[config.mk]
export PLATFORM = sky130hd
export DESIGN_NAME = apb_cmd_master_flat
export DESIGN_NICKNAME = d
export VERILOG_FILES = /design/src/rtl/apb_cmd_master_if.sv /design/src/rtl/apb_cmd_master.sv /design/src/flat_wrapper.sv
export SDC_FILE = /design/constraint.sdc
export NUM_CORES = 1
export LEC_CHECK = 0
export CAP_MARGIN = 20
export CORE_UTILIZATION = 30
export CTS_CLUSTER_DIAMETER = 120
export CTS_CLUSTER_SIZE = 20
export DETAILED_ROUTE_END_ITERATION = 16
export GPL_ROUTABILITY_DRIVEN = 0
export PLACE_DENSITY = 0.65
export SYNTH_ARGS = -nofsm -noshare
export SYNTH_HDL_FRONTEND = slang
export SYNTH_SLANG_ARGS = --single-unit
[constraint.sdc]
create_clock -name i_PCLK -period 3.8 [get_ports i_PCLK]
set_input_delay 1.14 -clock i_PCLK [delete_from_list [all_inputs] [get_ports i_PCLK]]
set_output_delay 1.14 -clock i_PCLK [all_outputs]
set_load 0.1 [all_outputs]
[src/rtl/apb_cmd_master_if.sv]
// Command/response and APB bus bundle for apb_cmd_master.
// The master modport is the apb_cmd_master view; the slave modport is the controller plus APB slaves.
interface apb_cmd_master_if #(
  parameter int NUM_SLAVES = 4,
  parameter int ADDR_WIDTH = 16,
  parameter int DATA_WIDTH = 16,
  parameter int SEL_BITS   = $clog2(NUM_SLAVES)
);
  logic                             i_cmd_valid;
  logic                             o_cmd_ready;
  logic                             i_cmd_wr;
  logic [SEL_BITS-1:0]              i_cmd_slave;
  logic [ADDR_WIDTH-1:0]            i_cmd_addr;
  logic [DATA_WIDTH-1:0]            i_cmd_wdata;
  logic                             o_rsp_valid;
  logic                             i_rsp_ready;
  logic [DATA_WIDTH-1:0]            o_rsp_rdata;
  logic [1:0]                       o_rsp_err;
  logic                             o_busy;
  logic [ADDR_WIDTH-1:0]            o_PADDR;
  logic [NUM_SLAVES-1:0]            o_PSEL;
  logic                             o_PENABLE;
  logic                             o_PWRITE;
  logic [DATA_WIDTH-1:0]            o_PWDATA;
  logic [NUM_SLAVES-1:0]            i_PREADY;
  logic [NUM_SLAVES*DATA_WIDTH-1:0] i_PRDATA;
  logic [NUM_SLAVES-1:0]            i_PSLVERR;

  modport master (
    input  i_cmd_valid, i_cmd_wr, i_cmd_slave, i_cmd_addr, i_cmd_wdata, i_rsp_ready,
    input  i_PREADY, i_PRDATA, i_PSLVERR,
    output o_cmd_ready, o_rsp_valid, o_rsp_rdata, o_rsp_err, o_busy,
    output o_PADDR, o_PSEL, o_PENABLE, o_PWRITE, o_PWDATA
  );

  modport slave (
    output i_cmd_valid, i_cmd_wr, i_cmd_slave, i_cmd_addr, i_cmd_wdata, i_rsp_ready,
    output i_PREADY, i_PRDATA, i_PSLVERR,
    input  o_cmd_ready, o_rsp_valid, o_rsp_rdata, o_rsp_err, o_busy,
    input  o_PADDR, o_PSEL, o_PENABLE, o_PWRITE, o_PWDATA
  );
endinterface

[src/rtl/apb_cmd_master.sv]
// APB master with command/response front end and built-in N-slave response mux.
// Optional ACCESS timeout abort enabled by defining APB_CMD_MASTER_TIMEOUT_EN.
module apb_cmd_master #(
  parameter int NUM_SLAVES     = 4,
  parameter int ADDR_WIDTH     = 16,
  parameter int DATA_WIDTH     = 16,
  parameter int SEL_BITS       = $clog2(NUM_SLAVES),
  parameter int TIMEOUT_CYCLES = 16
) (
  input logic                i_PCLK,
  input logic                i_PRESET,
  apb_cmd_master_if.master   io_bus
);

  typedef enum logic [1:0] {
    S_IDLE   = 2'd0,
    S_SETUP  = 2'd1,
    S_ACCESS = 2'd2,
    S_RESP   = 2'd3
  } state_t;

  state_t                r_state;
  state_t                w_next;
  logic                  r_wr;
  logic [SEL_BITS-1:0]   r_slave;
  logic [ADDR_WIDTH-1:0] r_addr;
  logic [DATA_WIDTH-1:0] r_wdata;
  logic [DATA_WIDTH-1:0] r_rdata;
  logic [1:0]            r_err;

  logic                  w_accept;
  logic                  w_in_range;
  logic                  w_done;
  logic                  w_timeout;
  logic                  w_sel_ready;
  logic                  w_sel_err;
  logic [DATA_WIDTH-1:0] w_sel_rdata;
  logic [NUM_SLAVES-1:0] w_onehot;

  logic                  w_cmd_ready;
  logic                  w_rsp_valid;
  logic                  w_busy;
  logic                  w_penable;
  logic [NUM_SLAVES-1:0] w_psel;

  assign w_accept   = (r_state == S_IDLE) && io_bus.i_cmd_valid;
  assign w_in_range = ({1'b0, io_bus.i_cmd_slave} < (SEL_BITS+1)'(NUM_SLAVES));
  assign w_done     = (r_state == S_ACCESS) && w_sel_ready;

  // Decode the registered slave index and mux only that slave's response.
  always_comb begin
    w_onehot    = '0;
    w_sel_ready = 1'b0;
    w_sel_err   = 1'b0;
    w_sel_rdata = '0;
    for (int k = 0; k < NUM_SLAVES; k++) begin
      w_onehot[k] = (r_slave == SEL_BITS'(k));
      w_sel_ready = w_sel_ready | (w_onehot[k] & io_bus.i_PREADY[k]);
      w_sel_err   = w_sel_err | (w_onehot[k] & io_bus.i_PSLVERR[k]);
      w_sel_rdata = w_sel_rdata
                  | ({DATA_WIDTH{w_onehot[k]}} & io_bus.i_PRDATA[k*DATA_WIDTH +: DATA_WIDTH]);
    end
  end

`ifdef APB_CMD_MASTER_TIMEOUT_EN
  localparam int TO_W = $clog2(TIMEOUT_CYCLES + 1);
  logic [TO_W-1:0] r_to_cnt;

  // Wait-cycle counter; saturates at the limit, where PREADY still wins.
  always_ff @(posedge i_PCLK or posedge i_PRESET) begin
    if (i_PRESET) begin
      r_to_cnt <= '0;
    end else if (r_state == S_SETUP) begin
      r_to_cnt <= '0;
    end else if ((r_state == S_ACCESS) && !w_sel_ready
                 && (r_to_cnt != TO_W'(TIMEOUT_CYCLES))) begin
      r_to_cnt <= r_to_cnt + TO_W'(1);
    end else begin
      r_to_cnt <= r_to_cnt;
    end
  end

  assign w_timeout = (r_state == S_ACCESS) && !w_sel_ready
                   && (r_to_cnt == TO_W'(TIMEOUT_CYCLES));
`else
  assign w_timeout = 1'b0;
`endif

  // State register.
  always_ff @(posedge i_PCLK or posedge i_PRESET) begin
    if (i_PRESET) begin
      r_state <= S_IDLE;
    end else begin
      r_state <= w_next;
    end
  end

  // Next-state logic.
  always_comb begin
    w_next = r_state;
    case (r_state)
      S_IDLE: begin
        if (w_accept) begin
          w_next = w_in_range ? S_SETUP : S_RESP;
        end else begin
          w_next = S_IDLE;
        end
      end
      S_SETUP:  w_next = S_ACCESS;
      S_ACCESS: begin
        if (w_done || w_timeout) begin
          w_next = S_RESP;
        end else begin
          w_next = S_ACCESS;
        end
      end
      S_RESP: begin
        if (io_bus.i_rsp_ready) begin
          w_next = S_IDLE;
        end else begin
          w_next = S_RESP;
        end
      end
      default: w_next = S_IDLE;
    endcase
  end

  // Command capture and response latch; bus fields keep their last value while idle.
  always_ff @(posedge i_PCLK or posedge i_PRESET) begin
    if (i_PRESET) begin
      r_wr    <= 1'b0;
      r_slave <= '0;
      r_addr  <= '0;
      r_wdata <= '0;
      r_rdata <= '0;
      r_err   <= 2'b00;
    end else if (w_accept) begin
      r_wr    <= io_bus.i_cmd_wr;
      r_slave <= io_bus.i_cmd_slave;
      r_addr  <= io_bus.i_cmd_addr;
      r_wdata <= io_bus.i_cmd_wdata;
      if (!w_in_range) begin
        r_err   <= 2'b11;
        r_rdata <= '0;
      end
    end else if (w_done) begin
      r_err   <= w_sel_err ? 2'b01 : 2'b00;
      r_rdata <= (!r_wr && !w_sel_err) ? w_sel_rdata : '0;
    end else if (w_timeout) begin
      r_err   <= 2'b10;
      r_rdata <= '0;
    end
  end

  // Output decode from the current state; cmd_ready is masked while reset is held.
  always_comb begin
    w_cmd_ready = 1'b0;
    w_rsp_valid = 1'b0;
    w_busy      = 1'b0;
    w_penable   = 1'b0;
    w_psel      = '0;
    case (r_state)
      S_IDLE: begin
        w_cmd_ready = !i_PRESET;
      end
      S_SETUP: begin
        w_psel = w_onehot;
        w_busy = 1'b1;
      end
      S_ACCESS: begin
        w_psel    = w_onehot;
        w_penable = 1'b1;
        w_busy    = 1'b1;
      end
      S_RESP: begin
        w_rsp_valid = 1'b1;
        w_busy      = 1'b1;
      end
      default: begin
        w_busy = 1'b0;
      end
    endcase
  end

  assign io_bus.o_cmd_ready = w_cmd_ready;
  assign io_bus.o_rsp_valid = w_rsp_valid;
  assign io_bus.o_rsp_rdata = r_rdata;
  assign io_bus.o_rsp_err   = r_err;
  assign io_bus.o_busy      = w_busy;
  assign io_bus.o_PADDR     = r_addr;
  assign io_bus.o_PSEL      = w_psel;
  assign io_bus.o_PENABLE   = w_penable;
  assign io_bus.o_PWRITE    = r_wr;
  assign io_bus.o_PWDATA    = r_wdata;

endmodule

[src/flat_wrapper.sv]
// flat-port wrapper written by rule: the top's interface ports become plain ports
module apb_cmd_master_flat 
#(
  parameter int NUM_SLAVES     = 4,
  parameter int ADDR_WIDTH     = 16,
  parameter int DATA_WIDTH     = 16,
  parameter int SEL_BITS       = $clog2(NUM_SLAVES),
  parameter int TIMEOUT_CYCLES = 16
)
  (i_PCLK, i_PRESET, io_bus_i_cmd_valid, io_bus_i_cmd_wr, io_bus_i_cmd_slave, io_bus_i_cmd_addr, io_bus_i_cmd_wdata, io_bus_i_rsp_ready, io_bus_i_PREADY, io_bus_i_PRDATA, io_bus_i_PSLVERR, io_bus_o_cmd_ready, io_bus_o_rsp_valid, io_bus_o_rsp_rdata, io_bus_o_rsp_err, io_bus_o_busy, io_bus_o_PADDR, io_bus_o_PSEL, io_bus_o_PENABLE, io_bus_o_PWRITE, io_bus_o_PWDATA);
  apb_cmd_master_if #(.NUM_SLAVES(NUM_SLAVES), .ADDR_WIDTH(ADDR_WIDTH), .DATA_WIDTH(DATA_WIDTH), .SEL_BITS(SEL_BITS)) io_bus_i ();
  input logic i_PCLK;
  input logic i_PRESET;
  input wire logic [$bits(io_bus_i.i_cmd_valid)-1:0] io_bus_i_cmd_valid;
  input wire logic [$bits(io_bus_i.i_cmd_wr)-1:0] io_bus_i_cmd_wr;
  input wire logic [$bits(io_bus_i.i_cmd_slave)-1:0] io_bus_i_cmd_slave;
  input wire logic [$bits(io_bus_i.i_cmd_addr)-1:0] io_bus_i_cmd_addr;
  input wire logic [$bits(io_bus_i.i_cmd_wdata)-1:0] io_bus_i_cmd_wdata;
  input wire logic [$bits(io_bus_i.i_rsp_ready)-1:0] io_bus_i_rsp_ready;
  input wire logic [$bits(io_bus_i.i_PREADY)-1:0] io_bus_i_PREADY;
  input wire logic [$bits(io_bus_i.i_PRDATA)-1:0] io_bus_i_PRDATA;
  input wire logic [$bits(io_bus_i.i_PSLVERR)-1:0] io_bus_i_PSLVERR;
  output wire logic [$bits(io_bus_i.o_cmd_ready)-1:0] io_bus_o_cmd_ready;
  output wire logic [$bits(io_bus_i.o_rsp_valid)-1:0] io_bus_o_rsp_valid;
  output wire logic [$bits(io_bus_i.o_rsp_rdata)-1:0] io_bus_o_rsp_rdata;
  output wire logic [$bits(io_bus_i.o_rsp_err)-1:0] io_bus_o_rsp_err;
  output wire logic [$bits(io_bus_i.o_busy)-1:0] io_bus_o_busy;
  output wire logic [$bits(io_bus_i.o_PADDR)-1:0] io_bus_o_PADDR;
  output wire logic [$bits(io_bus_i.o_PSEL)-1:0] io_bus_o_PSEL;
  output wire logic [$bits(io_bus_i.o_PENABLE)-1:0] io_bus_o_PENABLE;
  output wire logic [$bits(io_bus_i.o_PWRITE)-1:0] io_bus_o_PWRITE;
  output wire logic [$bits(io_bus_i.o_PWDATA)-1:0] io_bus_o_PWDATA;
  assign io_bus_i.i_cmd_valid = io_bus_i_cmd_valid;
  assign io_bus_i.i_cmd_wr = io_bus_i_cmd_wr;
  assign io_bus_i.i_cmd_slave = io_bus_i_cmd_slave;
  assign io_bus_i.i_cmd_addr = io_bus_i_cmd_addr;
  assign io_bus_i.i_cmd_wdata = io_bus_i_cmd_wdata;
  assign io_bus_i.i_rsp_ready = io_bus_i_rsp_ready;
  assign io_bus_i.i_PREADY = io_bus_i_PREADY;
  assign io_bus_i.i_PRDATA = io_bus_i_PRDATA;
  assign io_bus_i.i_PSLVERR = io_bus_i_PSLVERR;
  assign io_bus_o_cmd_ready = io_bus_i.o_cmd_ready;
  assign io_bus_o_rsp_valid = io_bus_i.o_rsp_valid;
  assign io_bus_o_rsp_rdata = io_bus_i.o_rsp_rdata;
  assign io_bus_o_rsp_err = io_bus_i.o_rsp_err;
  assign io_bus_o_busy = io_bus_i.o_busy;
  assign io_bus_o_PADDR = io_bus_i.o_PADDR;
  assign io_bus_o_PSEL = io_bus_i.o_PSEL;
  assign io_bus_o_PENABLE = io_bus_i.o_PENABLE;
  assign io_bus_o_PWRITE = io_bus_i.o_PWRITE;
  assign io_bus_o_PWDATA = io_bus_i.o_PWDATA;
  apb_cmd_master #(.NUM_SLAVES(NUM_SLAVES), .ADDR_WIDTH(ADDR_WIDTH), .DATA_WIDTH(DATA_WIDTH), .SEL_BITS(SEL_BITS), .TIMEOUT_CYCLES(TIMEOUT_CYCLES)) u_core (.i_PCLK(i_PCLK), .i_PRESET(i_PRESET), .io_bus(io_bus_i));
endmodule
==> results.cfg <==
[worst_setup_path]
end_kind = output pin
path_class = input port to output pin
rrSetupSlack_ns = 1.38
cp-start-kind = input port
reg2reg_to = u_core.io_bus.o_rsp_err[0]
required_ns = 2.66
critPathMaxFanout = 2
reg2reg_depth = 3
r2r_start = u_core.r_slave[0]
cp_data_arrival_time_ns = 2.00

[yosys]
synth.net_count = 298
yosys_warnings = 0
synth.avg_cell_area_um2 = 14.7
synth-edff-count = 0
synth-main-ff-cell = dfrtp_1
synthDistinctLibCells = 26
yosys.area.top_type = dfrtp_1
synthTopCellsByArea = dfrtp_1 50%, mux2_2 15%, mux4_2 14%
netlist_area_um2 = 2690
synth_top_area_share = 0.502
synth_seq_cells = 54
netlist_instances = 183
ys_seq_area_frac = 0.502
synthArstFlopShare = 1.00

[finish]
areaGrowthSynthToFinish_pct = 66.3
layout-drive-gt1-share = 0.358
fin_area_um2 = 4480
diodes = 0
layout_common_cells = 110 x clkdlybuf4s50_1, 59 x buf_4, 54 x dfrtp_1
final_util = 0.513
nNetsFinal = 463
final_common_cell = clkdlybuf4s50_1

[timing]
worst_pin_slew_ns = 0.830
holdWs_ns = 0.515
grt_setup_unrepaired = no
setup_tns_ns = 0
min_period_over_period = 0.826
finalMaxSlewViolations = 0
finalSetupViolCount = 0
fin_skew_ns = 0.00748
fin_crit_ns = 3.14
maxSlewHeadroom = 0.447
fmax_mhz = 319
final-hold-violation-count = 0

[floorplanning]
fp.dieArea_um2 = 9350
num_io_pins = 170
rows = 34
initial_core_util = 0.309
die_x_um = 96.7
core_area_um2 = 8720
die_h_um = 96.7

[clock_tree]
cts_buffers = 5
cts.sinks = 54
clkTransAtPathRegs_ns = 0.09
cts_hold_buf = 0
ctsRootBufferMaster = clkbuf_8
post_cts.repair.setup_buffers = 0
cts_resized = 0
clk_latency_ns = 0.31
clockBufferDepth = 2
htreeDepth = 2
cts_tree = built

[min_path]
worstHoldStart = u_core.io_bus.o_PADDR[1]
min_path_type = flip-flop to flip-flop
hold-path-cell-count = 1
min_to = u_core.io_bus.o_PADDR[1]

[grt]
grt_pass1_vias = 2445
overflow = 0
track_usage = 0.163
antenna_found_initial = 0
grt_max_degree = 36
grt_first_pass_wirelength_mm = 12.2

[placed_design]
io_buffers = 168
place_hpwl_mm = 5.63
place_area_um2 = 4370

[route]
vias = 2220
wirelength_met1_mm = 3.10
ant_nets = 0
top_layer = met4
met2RoutedLength_mm = 3.77
drt_iter0_markers = 57
routed_wl_mm = 7.48
first_pass_iters = 4
vias_per_cell = 4.86
routedWlPerCell_um = 16.4
wl_met3_um = 562
drc_errors = 0

[status]
status = complete, no violations

[job]
drv_cap = 0
[cell type report]
cell class,count,area (um^2)
Fill cell,782,4240
Timing Repair Buffer,173,1620
Sequential cell,54,1350
Multi-Input combinational cell,110,1240
Tap cell,108,135
Clock buffer,7,76.3
Clock inverter,1,30.0
Inverter,4,15.0
[Yosys cell counts (2+ instances only)]
cell,number
ha_1,4
a21boi_1,10
nor2b_1,3
inv_1,4
buf_6,3
nand2_1,2
clkbuf_1,9
a21boi_0,7
mux2_2,35
nor2_1,2
buf_2,2
mux4_2,17
o21ai_0,2
dfrtp_1,54
mux2i_1,3
a31o_1,16
[routing by layer]
metal	track usage	vias to the layer above
met5	0	-
li1	-	1011
met4	0.0425	0
met1	0.190	1104
met2	0.286	100
met3	0.0520	5
[kinds of logic after synthesis]
| logic type | Yosys count | synth area share |
|---|---|---|
| other cells | 1 | 0.00139 |
| simple gates | 11 | 0.0242 |
| mux | 56 | 0.305 |
| flops | 54 | 0.502 |
| compound gates | 38 | 0.111 |
| fa+ha+maj | 4 | 0.0186 |
| buf+inv | 19 | 0.0372 |
[sequential cells by signal (all words and copies together), names as in the netlist]
signal / flops
u_core.io_bus.o_rsp_rdata: 16
u_core.io_bus.o_rsp_err: 1
u_core.io_bus.o_PADDR: 16
u_core.r_slave: 2
u_core.io_bus.o_PWRITE: 1
u_core.io_bus.o_PWDATA: 16
u_core.r_state: 2
[worst max-delay path, stage by stage]
cell	delay, ns
clkdlybuf4s50_1	0.43
nor2b_1	0.22
buf_12	0.21
[per-stage QoR]
| stage | cells | setup WS [ns] |
|---|---|---|
| global placement | 449 | 0.671 |
| floorplan | 183 | 0.185 |
| detailed placement | 449 | 0.667 |
| CTS | 457 | 0.663 |
| global route | 457 | 0.607 |
| finish | 457 | 0.662 |
[worst max path at each step]
stage | startpoint | cells past startpoint | endpoint
after floorplan | i_PRESET | 1 | io_bus_o_cmd_ready
after global placement | i_PRESET | 3 | io_bus_o_cmd_ready
after detailed placement | i_PRESET | 3 | io_bus_o_cmd_ready
after CTS | i_PRESET | 3 | io_bus_o_cmd_ready
after global routing | i_PRESET | 3 | io_bus_o_cmd_ready
final | i_PRESET | 3 | io_bus_o_cmd_ready
Power is not shown: default switching activity piles up to over one toggle a cycle in this logic, so the estimate is an artifact.
